[src/rtl/scalable_leaf_router_if.sv]
// Purpose: bundles the NI and spine data/valid/ready links of one leaf router.
// Ports (signals):
//   gpu_in_data/valid/ready     NI -> router flit link
//   gpu_out_data/valid/ready    router -> NI flit link
//   spine_in_data/valid/ready   spines -> router, spine i in data[i*DWIDTH +: DWIDTH]
//   spine_out_data/valid/ready  router -> spines, same lane packing
// Modports: slave = router side, master = environment side.
interface scalable_leaf_router_if #(
  parameter int unsigned DWIDTH     = 16,
  parameter int unsigned NUM_SPINES = 4
);

  logic [DWIDTH-1:0]            gpu_in_data;
  logic                         gpu_in_valid;
  logic                         gpu_in_ready;

  logic [DWIDTH-1:0]            gpu_out_data;
  logic                         gpu_out_valid;
  logic                         gpu_out_ready;

  logic [NUM_SPINES*DWIDTH-1:0] spine_in_data;
  logic [NUM_SPINES-1:0]        spine_in_valid;
  logic [NUM_SPINES-1:0]        spine_in_ready;

  logic [NUM_SPINES*DWIDTH-1:0] spine_out_data;
  logic [NUM_SPINES-1:0]        spine_out_valid;
  logic [NUM_SPINES-1:0]        spine_out_ready;

  modport slave (
    input  gpu_in_data, gpu_in_valid,
    output gpu_in_ready,
    output gpu_out_data, gpu_out_valid,
    input  gpu_out_ready,
    input  spine_in_data, spine_in_valid,
    output spine_in_ready,
    output spine_out_data, spine_out_valid,
    input  spine_out_ready
  );

  modport master (
    output gpu_in_data, gpu_in_valid,
    input  gpu_in_ready,
    input  gpu_out_data, gpu_out_valid,
    output gpu_out_ready,
    output spine_in_data, spine_in_valid,
    input  spine_in_ready,
    input  spine_out_data, spine_out_valid,
    output spine_out_ready
  );

endinterface

[src/rtl/scalable_leaf_router.sv]
// Purpose: leaf router for one GPU tile. The NI input FIFO is steered to the
//   spine selected by the low destination bits; spine input FIFOs carrying
//   local flits are merged onto the NI output by a round-robin arbiter, and
//   misaddressed spine flits are dropped and counted (saturating).
// Ports:
//   clk, reset     clock and synchronous active-high reset
//   bus            scalable_leaf_router_if.slave (NI and spine links)
//   fifo_full      bit 0 = NI FIFO full, bit i+1 = spine i FIFO full
//   fifo_empty     same mapping, empty flags
//   drop_count     dropped misaddressed spine flits, saturating at 16'hFFFF
//   current_grant  last spine granted to the NI output
module scalable_leaf_router #(
  parameter int unsigned DWIDTH     = 16,
  parameter int unsigned NUM_SPINES = 4,
  parameter int unsigned FIFO_DEPTH = 4,
  parameter logic [1:0]  ROUTER_ID  = 2'd2,
  parameter logic [3:0]  GROUP_ID   = 4'b0101,
  localparam int unsigned SW        = (NUM_SPINES > 1) ? $clog2(NUM_SPINES) : 1
) (
  input  logic                    clk,
  input  logic                    reset,
  scalable_leaf_router_if.slave   bus,
  output logic [NUM_SPINES:0]     fifo_full,
  output logic [NUM_SPINES:0]     fifo_empty,
  output logic [15:0]             drop_count,
  output logic [SW-1:0]           current_grant
);

  localparam int unsigned NF         = NUM_SPINES + 1;
  localparam int unsigned AW         = $clog2(FIFO_DEPTH);
  localparam int unsigned CW         = AW + 1;
  localparam logic [5:0]  LOCAL_ADDR = {GROUP_ID, ROUTER_ID};

  // FIFO index 0 is the NI input, index i+1 is spine i
  logic [DWIDTH-1:0]                    w_in_data [NF];
  logic [NF-1:0]                        w_in_valid;
  logic [NF-1:0]                        w_full;
  logic [NF-1:0]                        w_empty;
  logic [NF-1:0]                        w_pop;
  logic [DWIDTH-1:0]                    w_head [NF];
  logic [NUM_SPINES-1:0][DWIDTH-1:0]    w_sp_head;

  logic [SW-1:0]                        w_ni_dest;
  logic                                 w_ni_pop;
  logic [NUM_SPINES-1:0]                w_sp_free;
  logic [NUM_SPINES-1:0]                w_sp_load;
  logic [NUM_SPINES-1:0]                w_sp_local;
  logic [NUM_SPINES-1:0]                w_sp_drop;

  logic                                 w_gpu_free;
  logic                                 w_gpu_load;
  logic                                 w_found;
  logic [SW-1:0]                        w_win;
  logic [SW-1:0]                        w_idx;
  logic [16:0]                          w_drop_sum;

  logic                                 r_gpu_valid;
  logic [DWIDTH-1:0]                    r_gpu_data;
  logic [SW-1:0]                        r_grant;
  logic [15:0]                          r_drop_count;

  // Input lane unpacking
  assign w_in_data[0]  = bus.gpu_in_data;
  assign w_in_valid[0] = bus.gpu_in_valid;

  for (genvar i = 0; i < NUM_SPINES; i++) begin : g_spine_in
    assign w_in_data[i+1]  = bus.spine_in_data[i*DWIDTH +: DWIDTH];
    assign w_in_valid[i+1] = bus.spine_in_valid[i];
  end

  // Input FIFOs; full/empty are registered so every *_in_ready is a flop output
  for (genvar g = 0; g < NF; g++) begin : g_fifo
    logic [DWIDTH-1:0] r_mem [FIFO_DEPTH];
    logic [AW-1:0]     r_wr_ptr;
    logic [AW-1:0]     r_rd_ptr;
    logic [CW-1:0]     r_count;
    logic              r_full;
    logic              r_empty;
    logic              w_push;
    logic [CW-1:0]     w_count_nxt;

    assign w_push      = w_in_valid[g] && !r_full;
    assign w_count_nxt = r_count + CW'(w_push) - CW'(w_pop[g]);

    always_ff @(posedge clk) begin
      if (reset) begin
        r_wr_ptr <= '0;
        r_rd_ptr <= '0;
        r_count  <= '0;
        r_full   <= 1'b0;
        r_empty  <= 1'b1;
      end else begin
        if (w_push)   r_wr_ptr <= r_wr_ptr + AW'(1);
        if (w_pop[g]) r_rd_ptr <= r_rd_ptr + AW'(1);
        r_count <= w_count_nxt;
        r_full  <= (w_count_nxt == CW'(FIFO_DEPTH));
        r_empty <= (w_count_nxt == CW'(0));
      end
    end

    // Storage needs no reset: pointers alone define the contents
    always_ff @(posedge clk) begin
      if (w_push) r_mem[r_wr_ptr] <= w_in_data[g];
    end

    assign w_head[g]  = r_mem[r_rd_ptr];
    assign w_full[g]  = r_full;
    assign w_empty[g] = r_empty;
  end

  // NI head steering: low destination bits pick the spine, head-of-line blocking
  assign w_ni_dest = (NUM_SPINES == 1) ? SW'(0) : SW'(w_head[0][DWIDTH-1 -: 6]);
  assign w_ni_pop  = !w_empty[0] && w_sp_free[w_ni_dest];
  assign w_pop[0]  = w_ni_pop;

  // Per-spine head classification, pops and one-entry output registers
  for (genvar i = 0; i < NUM_SPINES; i++) begin : g_sp_ctl
    logic              r_out_valid;
    logic [DWIDTH-1:0] r_out_data;

    assign w_sp_head[i]  = w_head[i+1];
    assign w_sp_local[i] = !w_empty[i+1] && (w_head[i+1][DWIDTH-1 -: 6] == LOCAL_ADDR);
    assign w_sp_drop[i]  = !w_empty[i+1] && (w_head[i+1][DWIDTH-1 -: 6] != LOCAL_ADDR);
    assign w_sp_free[i]  = !r_out_valid || bus.spine_out_ready[i];
    assign w_sp_load[i]  = w_ni_pop && (w_ni_dest == SW'(i));
    // A spine head leaves either as a drop or as the arbitration winner
    assign w_pop[i+1]    = w_sp_drop[i] || (w_gpu_load && (w_win == SW'(i)));

    always_ff @(posedge clk) begin
      if (reset) begin
        r_out_valid <= 1'b0;
        r_out_data  <= '0;
      end else if (w_sp_load[i]) begin
        r_out_valid <= 1'b1;
        r_out_data  <= w_head[0];
      end else if (bus.spine_out_ready[i]) begin
        r_out_valid <= 1'b0;
      end
    end

    assign bus.spine_out_valid[i]                 = r_out_valid;
    assign bus.spine_out_data[i*DWIDTH +: DWIDTH] = r_out_data;
  end

  // Round-robin search starting one past the last grant
  always_comb begin
    w_found = 1'b0;
    w_win   = r_grant;
    w_idx   = '0;
    for (int unsigned k = 1; k <= NUM_SPINES; k++) begin
      w_idx = SW'((32'(r_grant) + k) % NUM_SPINES);
      if (!w_found && w_sp_local[w_idx]) begin
        w_found = 1'b1;
        w_win   = w_idx;
      end
    end
  end

  assign w_gpu_free = !r_gpu_valid || bus.gpu_out_ready;
  assign w_gpu_load = w_gpu_free && w_found;

  // Drops from several spines in one cycle add together before saturation
  assign w_drop_sum = {1'b0, r_drop_count} + 17'($countones(w_sp_drop));

  // NI output register, grant pointer and drop counter
  always_ff @(posedge clk) begin
    if (reset) begin
      r_gpu_valid  <= 1'b0;
      r_gpu_data   <= '0;
      r_grant      <= SW'(NUM_SPINES - 1);
      r_drop_count <= '0;
    end else begin
      if (w_gpu_load) begin
        r_gpu_valid <= 1'b1;
        r_gpu_data  <= w_sp_head[w_win];
        r_grant     <= w_win;
      end else if (bus.gpu_out_ready) begin
        r_gpu_valid <= 1'b0;
      end
      r_drop_count <= w_drop_sum[16] ? 16'hFFFF : w_drop_sum[15:0];
    end
  end

  // Output mapping
  assign bus.gpu_in_ready   = !w_full[0];
  assign bus.spine_in_ready = ~w_full[NF-1:1];
  assign bus.gpu_out_valid  = r_gpu_valid;
  assign bus.gpu_out_data   = r_gpu_data;
  assign fifo_full          = w_full;
  assign fifo_empty         = w_empty;
  assign drop_count         = r_drop_count;
  assign current_grant      = r_grant;

endmodule
[src/flat_wrapper.sv]
// flat-port wrapper written by rule: the top's interface ports become plain ports
module scalable_leaf_router_flat 
#(
  parameter int unsigned DWIDTH     = 16,
  parameter int unsigned NUM_SPINES = 4,
  parameter int unsigned FIFO_DEPTH = 4,
  parameter logic [1:0]  ROUTER_ID  = 2'd2,
  parameter logic [3:0]  GROUP_ID   = 4'b0101,
  localparam int unsigned SW        = (NUM_SPINES > 1) ? $clog2(NUM_SPINES) : 1
)
  (clk, reset, fifo_full, fifo_empty, drop_count, current_grant, bus_gpu_in_data, bus_gpu_in_valid, bus_gpu_in_ready, bus_gpu_out_data, bus_gpu_out_valid, bus_gpu_out_ready, bus_spine_in_data, bus_spine_in_valid, bus_spine_in_ready, bus_spine_out_data, bus_spine_out_valid, bus_spine_out_ready);
  scalable_leaf_router_if #(.DWIDTH(DWIDTH), .NUM_SPINES(NUM_SPINES)) bus_i ();
  input  logic clk;
  input  logic reset;
  output logic [NUM_SPINES:0] fifo_full;
  output logic [NUM_SPINES:0] fifo_empty;
  output logic [15:0] drop_count;
  output logic [SW-1:0] current_grant;
  input wire logic [$bits(bus_i.gpu_in_data)-1:0] bus_gpu_in_data;
  input wire logic [$bits(bus_i.gpu_in_valid)-1:0] bus_gpu_in_valid;
  output wire logic [$bits(bus_i.gpu_in_ready)-1:0] bus_gpu_in_ready;
  output wire logic [$bits(bus_i.gpu_out_data)-1:0] bus_gpu_out_data;
  output wire logic [$bits(bus_i.gpu_out_valid)-1:0] bus_gpu_out_valid;
  input wire logic [$bits(bus_i.gpu_out_ready)-1:0] bus_gpu_out_ready;
  input wire logic [$bits(bus_i.spine_in_data)-1:0] bus_spine_in_data;
  input wire logic [$bits(bus_i.spine_in_valid)-1:0] bus_spine_in_valid;
  output wire logic [$bits(bus_i.spine_in_ready)-1:0] bus_spine_in_ready;
  output wire logic [$bits(bus_i.spine_out_data)-1:0] bus_spine_out_data;
  output wire logic [$bits(bus_i.spine_out_valid)-1:0] bus_spine_out_valid;
  input wire logic [$bits(bus_i.spine_out_ready)-1:0] bus_spine_out_ready;
  assign bus_i.gpu_in_data = bus_gpu_in_data;
  assign bus_i.gpu_in_valid = bus_gpu_in_valid;
  assign bus_gpu_in_ready = bus_i.gpu_in_ready;
  assign bus_gpu_out_data = bus_i.gpu_out_data;
  assign bus_gpu_out_valid = bus_i.gpu_out_valid;
  assign bus_i.gpu_out_ready = bus_gpu_out_ready;
  assign bus_i.spine_in_data = bus_spine_in_data;
  assign bus_i.spine_in_valid = bus_spine_in_valid;
  assign bus_spine_in_ready = bus_i.spine_in_ready;
  assign bus_spine_out_data = bus_i.spine_out_data;
  assign bus_spine_out_valid = bus_i.spine_out_valid;
  assign bus_i.spine_out_ready = bus_spine_out_ready;
  scalable_leaf_router #(.DWIDTH(DWIDTH), .NUM_SPINES(NUM_SPINES), .FIFO_DEPTH(FIFO_DEPTH), .ROUTER_ID(ROUTER_ID), .GROUP_ID(GROUP_ID)) u_core (.clk(clk), .reset(reset), .bus(bus_i), .fifo_full(fifo_full), .fifo_empty(fifo_empty), .drop_count(drop_count), .current_grant(current_grant));
endmodule
[config.mk]
export PLATFORM = sky130hd
export DESIGN_NAME = scalable_leaf_router_flat
export DESIGN_NICKNAME = d
export VERILOG_FILES = /design/src/rtl/scalable_leaf_router_if.sv /design/src/rtl/scalable_leaf_router.sv /design/src/flat_wrapper.sv
export SDC_FILE = /design/constraint.sdc
export NUM_CORES = 1
export LEC_CHECK = 0
export ABC_CLOCK_PERIOD_IN_PS = 5300
export BUFFER_PORTS_ARGS = -buffer_cell sky130_fd_sc_hd__buf_2
export CAP_MARGIN = 25
export CORE_ASPECT_RATIO = 1.2
export CORE_MARGIN = 4
export CORE_UTILIZATION = 40
export DETAILED_ROUTE_END_ITERATION = 8
export PLACE_DENSITY = 0.58
export SYNTH_ARGS = -nofsm -noshare
export SYNTH_HDL_FRONTEND = slang
export SYNTH_SLANG_ARGS = --single-unit
[constraint.sdc]
create_clock -name clk -period 5.3 [get_ports clk]
set_input_delay 0.53 -clock clk [delete_from_list [all_inputs] [get_ports clk]]
set_output_delay 0.53 -clock clk [all_outputs]
set_load 0.01 [all_outputs]
==> impl_metrics.yaml <==
placement:
  place_inst: 1979
  place_congestion: 0.741
  place_ws_ps: 983
  dp_hpwl_um: 28000
  portBuffers: 209
logic_synthesis:
  ys_ff_latch: 478
  synthTopCellsByArea: "edfxtp_1 52%, dfxtp_1 17%, mux4_2 6.5%"
  syn_avg_cell_area_um2: 15.5
  synth_edf_count: 320
  yosys.cell_count.top_type: "edfxtp_1"
  ys_top_cells_by_count: "320 x edfxtp_1, 158 x dfxtp_1, 113 x nor2_1"
  yosys.cell_types.count: 66
  async_flop_share_pct: 0
  synthCells: 1201
  synth_top_cell_by_area: "edfxtp_1"
  synthesis.nets: 1335
  ys.flop_type: "edfxtp_1"
  netlist_area_um2: 18600
  yosysSeqAreaShare_pct: 68.7
  yosysWarnings: 0
  yosys.area.top_type_share_pct: 51.7
global_routing:
  antenna_found_initial: 4
  track_usage_pct: 16.4
  grt_overflow_total: 0
  grt_pass1_vias: 11100
  grt_start_max_net_pins: 75
  grt_pass1_wl_um: 63800
die:
  coreArea_um2: 45900
  die_y_um: 244
  rows: 86
  die_area_um2: 50000
  die_w_um: 205
  start_util_pct: 40.5
  io_pins: 210
detailed_routing:
  dr.first_iter.drc_count: 508
  routed_via_density: 5.04
  dr.pass1.iters: 4
  vias: 10400
  post-route-drc-count: 0
  final_antenna_net_count: 0
  wire_per_inst_um: 19.7
  routed_wl_um: 40700
power_and_ir_drop:
  p_comb_share_pct: 24.8
  p_int_mw: 7.55
  ir_drop_v: 0.000316
  clockPowerShare_pct: 30.5
  total_leakage_power_nw: 8.11
  power_mw: 10.7
  switchingPower_mw: 3.16
  swShare_pct: 29.5
  p_per_area_nw_per_um2: 492
  seq_power_share_pct: 44.7
clock_network:
  hold_buffers: 0
  clk_latency_ps: 590
  clk_path_buf_depth: 3
  numCtsBuffers: 48
  cts_tree: "built"
  clkSlewWorstSetupHoldPaths_ps: 60
  clock-sinks: 478
  post-cts-setup-buffers: 0
  cts_resized: 0
  htreeDepth: 2
  clockRootBuffer: "clkbuf_16"
worst_setup_path:
  crit_path_top_delay_cell: "dfxtp_1"
  path_cells: "nor4b_1 > nand2_1 > nand4_1 > nor2_1 > ha_1 > inv_1 > fa_1 > inv_1 > ha_1 > inv_1 > fa_1 > and3b_1 > and3_1 > nor2b_1 > and3_1 > a31oi_1 > a211oi_1"
  path_common_cell: "inv_1"
  arrival_ps: 4700
  r2r_setup_slack_ps: 1080
  end_kind: "register"
  critical_path.max_stage_delay_ps: 590
  worstPathMaxFanout: 9
  cp-start-kind: "register"
  critPathKind: "reg -> reg"
  required_ps: 5780
  r2r_cells: 17
  r2r-end: "u_core.drop_count[15]"
hold_path:
  min_from: "bus_spine_in_data[38]"
  hp-class: "in -> reg"
  hold_path_depth: 1
  hold_end: "u_core.g_fifo[3].r_mem[1][6]"
final_layout:
  layoutNonFillerInstCount: 2069
  syn_to_final_growth_pct: 16.9
  num-fill-cells: 4067
  drive_gt1_share_pct: 25.4
  fin_nets: 1548
sta:
  fmax_mhz: 237
  fin_skew_ps: 24.2
  hold_viol: 0
  tns_ps: 0
  worst_slack_ps: 1080
  slew_headroom_pct: 29.2
  worst_pin_slew_ps: 1050
  finalCriticalPeriod_ps: 4220
  rsz0062_at_grt: "no"
  drv_slew: 0
  finalSetupViolCount: 0
  period_share_pct: 79.6
status:
  status: "finished clean"
flow_run:
  cap_violations: 0
## worst max-delay path, delay by kind of cell (launching register included)
family | cells | cell delay (ps)
buffers and inverters | 3 | 200
AND/OR/NAND/NOR | 8 | 1730
flip-flops | 1 | 590
AO/OA/AOI/OAI | 2 | 320
adder cells (fa/ha/maj) | 4 | 1270
## kinds of logic after synthesis
logic type      count (synthesis)  share of synthesized area, %
compound gates                120                          4.88
simple gates                  286                          8.36
buf+inv                       124                          3.16
fa+ha+maj                      42                          3.15
xor+xnor                       26                          1.22
flops                         478                          68.7
mux                           125                          10.6
## flip-flops by register name, summed over array words and instances, names as in the netlist, named ones only
signal and count:
u_core.g_fifo.r_mem 320, u_core.g_sp_ctl.r_out_data 64, u_core.bus.gpu_out_data 16, u_core.drop_count 16, u_core.g_fifo.r_count 15, u_core.g_fifo.r_rd_ptr 10
u_core.g_fifo.r_wr_ptr 10, u_core.g_fifo.r_empty 5, u_core.g_fifo.r_full 5, u_core.g_sp_ctl.r_out_valid 4, u_core.current_grant 2, u_core.bus.gpu_out_valid 1
## power by group through the flow
stage	Sequential, mW	Clock [mW]	Combinational (mW)
2_1_floorplan	4.86	0	1.87
3_3_place_gp	4.84	0	2.69
3_5_place_dp	4.87	0	2.71
4_1_cts	4.79	3.37	2.73
5_1_grt	4.84	3.54	2.98
6_report	4.78	3.27	2.65
## metal layers
metal / vias to the layer above / track usage [%] / part of all wire, %
li1: 4920 / - / -
met1: 5205 / 20.0 / 41
met2: 236 / 28.7 / 51
met3: 66 / 3.99 / 5.9
met4: 4 / 5.30 / 2.4
met5: - / 0 / 0.076
## per-stage QoR
step | instance area, µm² | util (%) | hold slack (ps)
floorplan | 18600 | - | 468
global placement | 20200 | 44.0 | 432
detailed placement | 20200 | 44.0 | 439
CTS | 21700 | 47.3 | 109
global route | 21700 | 47.3 | 129
finish | 21700 | 47.3 | 155
## how the worst max path moves through the flow
stage,cells past startpoint,slack (ps),to,from
floorplan,18,1520,u_core.drop_count[15],register
global placement,18,1090,u_core.drop_count[15],register
detailed placement,15,980,u_core.drop_count[0],register
CTS,15,940,u_core.drop_count[2],register
global route,15,670,u_core.drop_count[0],register
finish,17,1080,u_core.drop_count[15],register
## cell type report
type,count,area [µm²],share of cell area (%)
flip-flops and latches,478,12800,58.7
multi-input cells,599,5260,24.2
clock buffers,69,1360,6.25
repair buffers,230,1210,5.55
well taps,616,771,3.54
inverters,57,214,0.984
clock inverters,18,166,0.765
diodes,2,5.00,0.0230
## cell usage in the layout, fill, tap and decap left out, drive strengths merged, types with 18 or more instances in the layout
cell | Yosys | layout
a21oi | 29 | 29
and2 | 20 | 20
buf | 30 | 230
clkbuf | 37 | 69
dfxtp | 158 | 158
edfxtp | 320 | 320
ha | 34 | 34
inv | 57 | 60
mux2i | 68 | 68
mux4 | 56 | 56
nand2 | 28 | 28
nor2 | 114 | 114
nor2b | 20 | 20
nor3b | 20 | 20
o211ai | 31 | 31
xnor2 | 18 | 18
(Power assumes the default switching activity.)
